==> src/rtl/ysyx_24110015_icache_axi_bridge_if.sv <==
// Bundle of the icache refill port (mem_req_*) and the AXI4 read channels
// (AR/R) seen by the icache AXI bridge.
// The slave modport is the bridge's view. The master modport is the
// environment's view: the cache plus the system bus.
interface ysyx_24110015_icache_axi_bridge_if #(
    parameter int BLOCK_SIZE = 4,
    parameter int ID_WIDTH   = 4
);
    // Cache refill request/response
    logic [31:0]             mem_req_addr;
    logic                    mem_req_valid;
    logic [8*BLOCK_SIZE-1:0] mem_req_data;
    logic                    mem_req_ready;
    logic                    mem_req_err;

    // AXI4 read-address channel
    logic [31:0]             araddr;
    logic                    arvalid;
    logic                    arready;
    logic [ID_WIDTH-1:0]     arid;
    logic [7:0]              arlen;
    logic [2:0]              arsize;
    logic [1:0]              arburst;

    // AXI4 read-data channel
    logic [8*BLOCK_SIZE-1:0] rdata;
    logic [1:0]              rresp;
    logic                    rvalid;
    logic                    rready;
    logic                    rlast;
    logic [ID_WIDTH-1:0]     rid;

    modport slave (
        input  mem_req_addr, mem_req_valid,
        output mem_req_data, mem_req_ready, mem_req_err,
        output araddr, arvalid, arid, arlen, arsize, arburst,
        input  arready,
        input  rdata, rresp, rvalid, rlast, rid,
        output rready
    );

    modport master (
        output mem_req_addr, mem_req_valid,
        input  mem_req_data, mem_req_ready, mem_req_err,
        input  araddr, arvalid, arid, arlen, arsize, arburst,
        output arready,
        output rdata, rresp, rvalid, rlast, rid,
        input  rready
    );
endinterface

==> src/rtl/ysyx_24110015_icache_axi_bridge.sv <==
// Icache refill responder. It turns one cache block-fetch request into a
// single-beat AXI4 read and returns the block with a one-cycle ready pulse.
// Every bus-facing control output is decoded from the registered state, so
// no input reaches an output combinationally. The block also keeps
// fetch and stall statistics.
module ysyx_24110015_icache_axi_bridge #(
    parameter int BLOCK_SIZE = 4,
    parameter int ID         = 0,
    parameter int ID_WIDTH   = 4
) (
    input  logic                                    clk,
    input  logic                                    rst,
    ysyx_24110015_icache_axi_bridge_if.slave        bus,
    output logic [31:0]                             fetch_cnt,
    output logic [31:0]                             stall_cnt
);
    localparam int DW = 8 * BLOCK_SIZE;

    typedef enum logic [1:0] {
        S_IDLE = 2'd0,
        S_AR   = 2'd1,
        S_R    = 2'd2,
        S_RESP = 2'd3
    } state_e;

    state_e          state_q, state_d;
    logic [31:0]     addr_q,  addr_d;
    logic [DW-1:0]   data_q,  data_d;
    logic            err_q,   err_d;
    logic [31:0]     fetch_cnt_q, fetch_cnt_d;
    logic [31:0]     stall_cnt_q, stall_cnt_d;

    // Only the error bit of the response matters. OKAY and EXOKAY both mean success.
    logic            unused_rresp_lsb;
    assign unused_rresp_lsb = bus.rresp[0];

    // Fixed AXI attributes: single beat, full-width, incrementing burst
    assign bus.arid    = ID_WIDTH'(ID);
    assign bus.arlen   = 8'd0;
    assign bus.arsize  = 3'($clog2(BLOCK_SIZE));
    assign bus.arburst = 2'b01;
    // addr_q only changes in IDLE, so the address is stable for the whole AR phase.
    assign bus.araddr  = addr_q;

    assign fetch_cnt   = fetch_cnt_q;
    assign stall_cnt   = stall_cnt_q;

    // Next-state logic and outputs decoded from the registered state.
    always_comb begin
        state_d           = state_q;
        addr_d            = addr_q;
        data_d            = data_q;
        err_d             = err_q;
        bus.arvalid       = 1'b0;
        bus.rready        = 1'b0;
        bus.mem_req_ready = 1'b0;
        bus.mem_req_data  = '0;
        bus.mem_req_err   = 1'b0;

        unique case (state_q)
            S_IDLE: begin
                if (bus.mem_req_valid) begin
                    addr_d  = bus.mem_req_addr;
                    state_d = S_AR;
                end
            end
            S_AR: begin
                bus.arvalid = 1'b1;
                if (bus.arready) begin
                    state_d = S_R;
                end
            end
            S_R: begin
                bus.rready = 1'b1;
                // Single-beat burst: every beat is the last one.
                if (bus.rvalid) begin
                    data_d  = bus.rdata;
                    err_d   = bus.rresp[1];
                    state_d = S_RESP;
                end
            end
            S_RESP: begin
                // data_q cannot change in RESP, so the cache sees a stable line
                // when it writes on valid & ready.
                bus.mem_req_ready = 1'b1;
                bus.mem_req_data  = data_q;
                bus.mem_req_err   = err_q;
                state_d           = S_IDLE;
            end
            default: begin
                state_d = S_IDLE;
            end
        endcase
    end

    // Statistics: completed fetches, and cycles spent waiting on the bus.
    always_comb begin
        fetch_cnt_d = fetch_cnt_q;
        stall_cnt_d = stall_cnt_q;
        if (state_q == S_RESP) begin
            fetch_cnt_d = fetch_cnt_q + 32'd1;
        end
        if ((state_q == S_AR) || (state_q == S_R)) begin
            stall_cnt_d = stall_cnt_q + 32'd1;
        end
    end

    // State and datapath registers. Reset abandons any in-flight transaction.
    always_ff @(posedge clk or posedge rst) begin
        if (rst) begin
            state_q     <= S_IDLE;
            addr_q      <= '0;
            data_q      <= '0;
            err_q       <= 1'b0;
            fetch_cnt_q <= '0;
            stall_cnt_q <= '0;
        end else begin
            state_q     <= state_d;
            addr_q      <= addr_d;
            data_q      <= data_d;
            err_q       <= err_d;
            fetch_cnt_q <= fetch_cnt_d;
            stall_cnt_q <= stall_cnt_d;
        end
    end

`ifndef SYNTHESIS
    // The slave must return exactly one beat carrying our own ID.
    always_ff @(posedge clk) begin
        if (!rst && (state_q == S_R) && bus.rvalid) begin
            assert (bus.rlast && (bus.rid == ID_WIDTH'(ID)));
        end
    end
`endif

endmodule

==> src/flat_wrapper.sv <==
// flat-port wrapper written by rule: the top's interface ports become plain ports
module ysyx_24110015_icache_axi_bridge_flat 
#(
    parameter int BLOCK_SIZE = 4,
    parameter int ID         = 0,
    parameter int ID_WIDTH   = 4
)
  (clk, rst, fetch_cnt, stall_cnt, bus_mem_req_addr, bus_mem_req_valid, bus_mem_req_data, bus_mem_req_ready, bus_mem_req_err, bus_araddr, bus_arvalid, bus_arid, bus_arlen, bus_arsize, bus_arburst, bus_arready, bus_rdata, bus_rresp, bus_rvalid, bus_rlast, bus_rid, bus_rready);
  ysyx_24110015_icache_axi_bridge_if #(.BLOCK_SIZE(BLOCK_SIZE), .ID_WIDTH(ID_WIDTH)) bus_i ();
  input  logic clk;
  input  logic rst;
  output logic [31:0] fetch_cnt;
  output logic [31:0] stall_cnt;
  input wire logic [$bits(bus_i.mem_req_addr)-1:0] bus_mem_req_addr;
  input wire logic [$bits(bus_i.mem_req_valid)-1:0] bus_mem_req_valid;
  output wire logic [$bits(bus_i.mem_req_data)-1:0] bus_mem_req_data;
  output wire logic [$bits(bus_i.mem_req_ready)-1:0] bus_mem_req_ready;
  output wire logic [$bits(bus_i.mem_req_err)-1:0] bus_mem_req_err;
  output wire logic [$bits(bus_i.araddr)-1:0] bus_araddr;
  output wire logic [$bits(bus_i.arvalid)-1:0] bus_arvalid;
  output wire logic [$bits(bus_i.arid)-1:0] bus_arid;
  output wire logic [$bits(bus_i.arlen)-1:0] bus_arlen;
  output wire logic [$bits(bus_i.arsize)-1:0] bus_arsize;
  output wire logic [$bits(bus_i.arburst)-1:0] bus_arburst;
  input wire logic [$bits(bus_i.arready)-1:0] bus_arready;
  input wire logic [$bits(bus_i.rdata)-1:0] bus_rdata;
  input wire logic [$bits(bus_i.rresp)-1:0] bus_rresp;
  input wire logic [$bits(bus_i.rvalid)-1:0] bus_rvalid;
  input wire logic [$bits(bus_i.rlast)-1:0] bus_rlast;
  input wire logic [$bits(bus_i.rid)-1:0] bus_rid;
  output wire logic [$bits(bus_i.rready)-1:0] bus_rready;
  assign bus_i.mem_req_addr = bus_mem_req_addr;
  assign bus_i.mem_req_valid = bus_mem_req_valid;
  assign bus_mem_req_data = bus_i.mem_req_data;
  assign bus_mem_req_ready = bus_i.mem_req_ready;
  assign bus_mem_req_err = bus_i.mem_req_err;
  assign bus_araddr = bus_i.araddr;
  assign bus_arvalid = bus_i.arvalid;
  assign bus_arid = bus_i.arid;
  assign bus_arlen = bus_i.arlen;
  assign bus_arsize = bus_i.arsize;
  assign bus_arburst = bus_i.arburst;
  assign bus_i.arready = bus_arready;
  assign bus_i.rdata = bus_rdata;
  assign bus_i.rresp = bus_rresp;
  assign bus_i.rvalid = bus_rvalid;
  assign bus_i.rlast = bus_rlast;
  assign bus_i.rid = bus_rid;
  assign bus_rready = bus_i.rready;
  ysyx_24110015_icache_axi_bridge #(.BLOCK_SIZE(BLOCK_SIZE), .ID(ID), .ID_WIDTH(ID_WIDTH)) u_core (.clk(clk), .rst(rst), .bus(bus_i), .fetch_cnt(fetch_cnt), .stall_cnt(stall_cnt));
endmodule
==> config.mk <==
export PLATFORM = sky130hd
export DESIGN_NAME = ysyx_24110015_icache_axi_bridge_flat
export DESIGN_NICKNAME = d
export VERILOG_FILES = /design/src/rtl/ysyx_24110015_icache_axi_bridge_if.sv /design/src/rtl/ysyx_24110015_icache_axi_bridge.sv /design/src/flat_wrapper.sv
export SDC_FILE = /design/constraint.sdc
export NUM_CORES = 1
export LEC_CHECK = 0
export ABC_AREA = 1
export CORE_UTILIZATION = 35
export DETAILED_ROUTE_END_ITERATION = 10
export PLACE_DENSITY_LB_ADDON = 0.05
export SLEW_MARGIN = 10
export SYNTH_ARGS = -nofsm -noshare
export SYNTH_HDL_FRONTEND = slang
export SYNTH_SLANG_ARGS = --single-unit
==> constraint.sdc <==
create_clock -name clk -period 4.3 [get_ports clk]
set_input_delay 0.43 -clock clk [delete_from_list [all_inputs] [get_ports clk]]
set_output_delay 0.43 -clock clk [all_outputs]
set_load 0.05 [all_outputs]
==> summary.txt <==
Outcome
  • Status: complete, no violations

Synthesis
  • Mapped Avg Cell Area: 9.28 um2
  • Syn. warnings: 0
  • Cells after Synth: 695
  • Synthesized area: 6450 um2
  • Netlist cell types: 28
  • Sequential share of the synthesized area: 0.508
  • Yosys reg bits: 131

Worst setup path
  • Max stage delay on crit path: 800 ps
  • WP data required: around 3900 ps
  • Worst r2r src: u_core.state_q[0]
  • Worst-path cell chain: ha_1, buf_12, nand2_1, inv_1, clkdlybuf4s50_1
  • CP Class: reg2out
  • Worst-path fanout max: 27
  • Setup crit start kind: flop
  • Arrival @ worst endpoint: 2590 ps
  • CP max stage cell: clkdlybuf4s50_1
  • Reg2Reg Setup Slack: 2180 ps
  • CP bufs+invs: 3
  • Reg2reg path depth: 9
  • CP endpoint kind: output port
  • Top cell family by delay on the critical path: buffers and inverters
  • FF-to-FF End: u_core.stall_cnt[19]

Timing
  • Final period util: 0.701
  • Worst-Margin Slew: 999 ps
  • Final Setup Violations: 0
  • Final Critical Period: 3020 ps
  • Fin Setup TNS: 0 ps
  • RSZ-0062 raised after global routing: false
  • Setup Skew: 10.1 ps
  • Slew margin rel.: 0.334
  • Final hold vios: 0
  • Max Freq: 332 MHz
  • Final Slew Violations: 0

Layout
  • ANT cells: 0
  • Final Core Density: 0.511
  • Post-route insts no fill: 1146
  • FILL cells: 1662
  • Layout cells sized above 1: 0.144
  • Synth-to-Final Area Change: 42.9%
  • Final Cell Area: 9220 um2
  • Nets: 989

Pwr
  • Comb pwr share: 0.463
  • Sw power: ~2.5 mW
  • Switching share of total power: 0.422
  • Peak supply drop: just over 0.0004 V
  • Total leakage power: 4.24 nW
  • Clock power share: 0.225
  • Power Dens Cells: 639 nW/um2
  • Flop pwr share: 0.312
  • Internal: 3.41 mW

Placed design
  • PortBufs: approximately 200
  • HPWL after detailed placement: between 10 and 15 mm
  • Placed cell areas: between 8000 and 9000 um2
  • Final GP Congestion: between 0.7 and 0.8
  • Placed insts: 1116

Die
  • Die Ht: around 140 um
  • Io pins: 225
  • Core footprint: roughly 18000 um2
  • Std-Cell Rows: 49
  • Initial Util: 0.358
  • Die X: 138 um
  • Die area: 19000 um2

Global route
  • Largest net degree at the start of global routing: slightly below 80
  • Grt ovf: 0
  • First-pass GRT wire length: 25.6 mm
  • GRT Total Usage: 0.177
  • Number of global-route vias before repair: 5089
  • Initial antenna violation count: 0

Detailed routing
  • Via/cell ratio: 4.53
  • Drt pass-1 iters: 4
  • ANT nets after route: 0
  • Detailed-route DRC error count: 0
  • Avg WL per Cell: 14.0 um
  • First-iteration detailed-routing DRC count: 171
  • Via total after detailed routing: a little over 5000
  • Drt total wl: 16.0 mm

Clock tree
  • Post-CTS Setup Repair Bufs: 0
  • Skew-Pair Late Insertion Delay: 410 ps
  • H-tree levels: 4
  • # resized after CTS: 0
  • Post-CTS Hold Buffers: 0
  • Max Buffers Root-to-Sink: 2
  • Cts bufs inserted: 17
  • CTS tree: done
  • Clock Sinks: 131
  • Clk pin slew, worst setup/hold paths: 50 ps
  • CTS Root Cell: clkbuf_16

Job
  • Max-capacitance violation count: 0

Min path
  • Hold Path Sink: u_core.data_q[12]
  • Hold depth: 1
  • Hold Crit Start: u_core.data_q[12]
  • Hold Crit Class: reg2reg
==> metal layers <==
metal,vias to the layer above,share of wire,global-route usage
met5,-,0,0
met4,0,0.019,0.0707
met3,22,0.038,0.0375
met2,118,0.51,0.298
met1,2492,0.43,0.220
li1,2554,-,-
==> flip-flops by register name, indices dropped and copies added, names as in the netlist <==
name,cells
u_core.bus.araddr,32
u_core.data_q,32
u_core.fetch_cnt,32
u_core.stall_cnt,32
u_core.state_q,2
u_core.err_q,1
==> cells in the final DEF (no fill, tap or decap), drive strengths merged, types with 9 or more instances in the layout <==
cell type,count
clkbuf,19
conb,17
nand3,30
dfrtp,131
nand2,190
mux2,65
xor2,21
inv,95
nand3b,9
xnor2,17
nand4,15
nor2,72
clkdlybuf4s50,201
==> power groups by stage <==
stage | registers [mW] | clock network [mW] | logic (mW)
after global placement | 1.85 | 0 | 2.71
after floorplan | 2.53 | 0 | 1.19
final | 1.84 | 1.33 | 2.72
after detailed placement | 1.86 | 0 | 2.75
after global routing | 1.89 | 1.43 | 2.89
after CTS | 1.84 | 1.37 | 2.76
==> cells in the mapped netlist (all sizes together) <==
library cell,instances,area [um2]
o22ai,1,6.26
nand3,30,155
xnor2,17,149
a21oi,1,5.00
nor3b,1,7.51
mux2,65,732
buf,28,179
xor2,21,184
conb,2,7.51
inv,95,357
ha,7,87.6
dfrtp,131,3280
nand2,190,726
nand3b,9,67.6
nor2,72,345
nor3,4,41.3
o21ai,6,30.0
nand4,15,93.8
==> cells by family (layout without fill, tap and decap cells) <==
logic type	Yosys count	after routing	synth area share
buf+inv	123	330	0.0830
compound gates	8	8	0.00640
mux	65	65	0.113
xor+xnor	38	38	0.0516
fa+ha+maj	7	7	0.0136
simple gates	321	321	0.223
other cells	2	17	0.00116
flops	131	131	0.508
==> area by class of cell <==
class	instances	area (um2)	area share
Clock buffer	19	443	0.0481
Clock inverter	11	90.1	0.00977
Inverter	95	359	0.0390
Multi-Input combinational cell	456	2690	0.292
Sequential cell	131	3280	0.356
Tap cell	229	287	0.0311
Timing Repair Buffer	205	2070	0.224
==> worst reg2reg max path: stages, from the launching register on <==
cell and delay, ps:
dfrtp_1 370, inv_1 100, ha_1 600, inv_2 220
nor3_4 250, nand2_1 100, nor2_2 190, nand2_1 80
nand2_1 60, nand2_1 50
==> worst max-delay path by stage <==
stage               slack [ps]  depth (start not counted)              start              endpoint
detailed placement        1660                          5  u_core.state_q[0]       bus_mem_req_err
global route              1170                          5  u_core.state_q[0]  bus_mem_req_data[12]
global placement          1710                          5  u_core.state_q[0]   bus_mem_req_data[2]
floorplan                  370                          1                rst  u_core.bus.araddr[0]
finish                    1280                          5  u_core.state_q[0]       bus_mem_req_err
CTS                       1210                          5  u_core.state_q[0]       bus_mem_req_err
==> through the flow <==
stage / total power, mW / hold WS [ps] / worst slack [ps]
global placement: 4.56 / 480 / 1710
finish: 5.89 / 502 / 1280
detailed placement: 4.62 / 492 / 1660
global route: 6.21 / 513 / 1170
floorplan: 3.73 / 479 / 372
CTS: 5.97 / 506 / 1210
(Power assumes the default switching activity.)
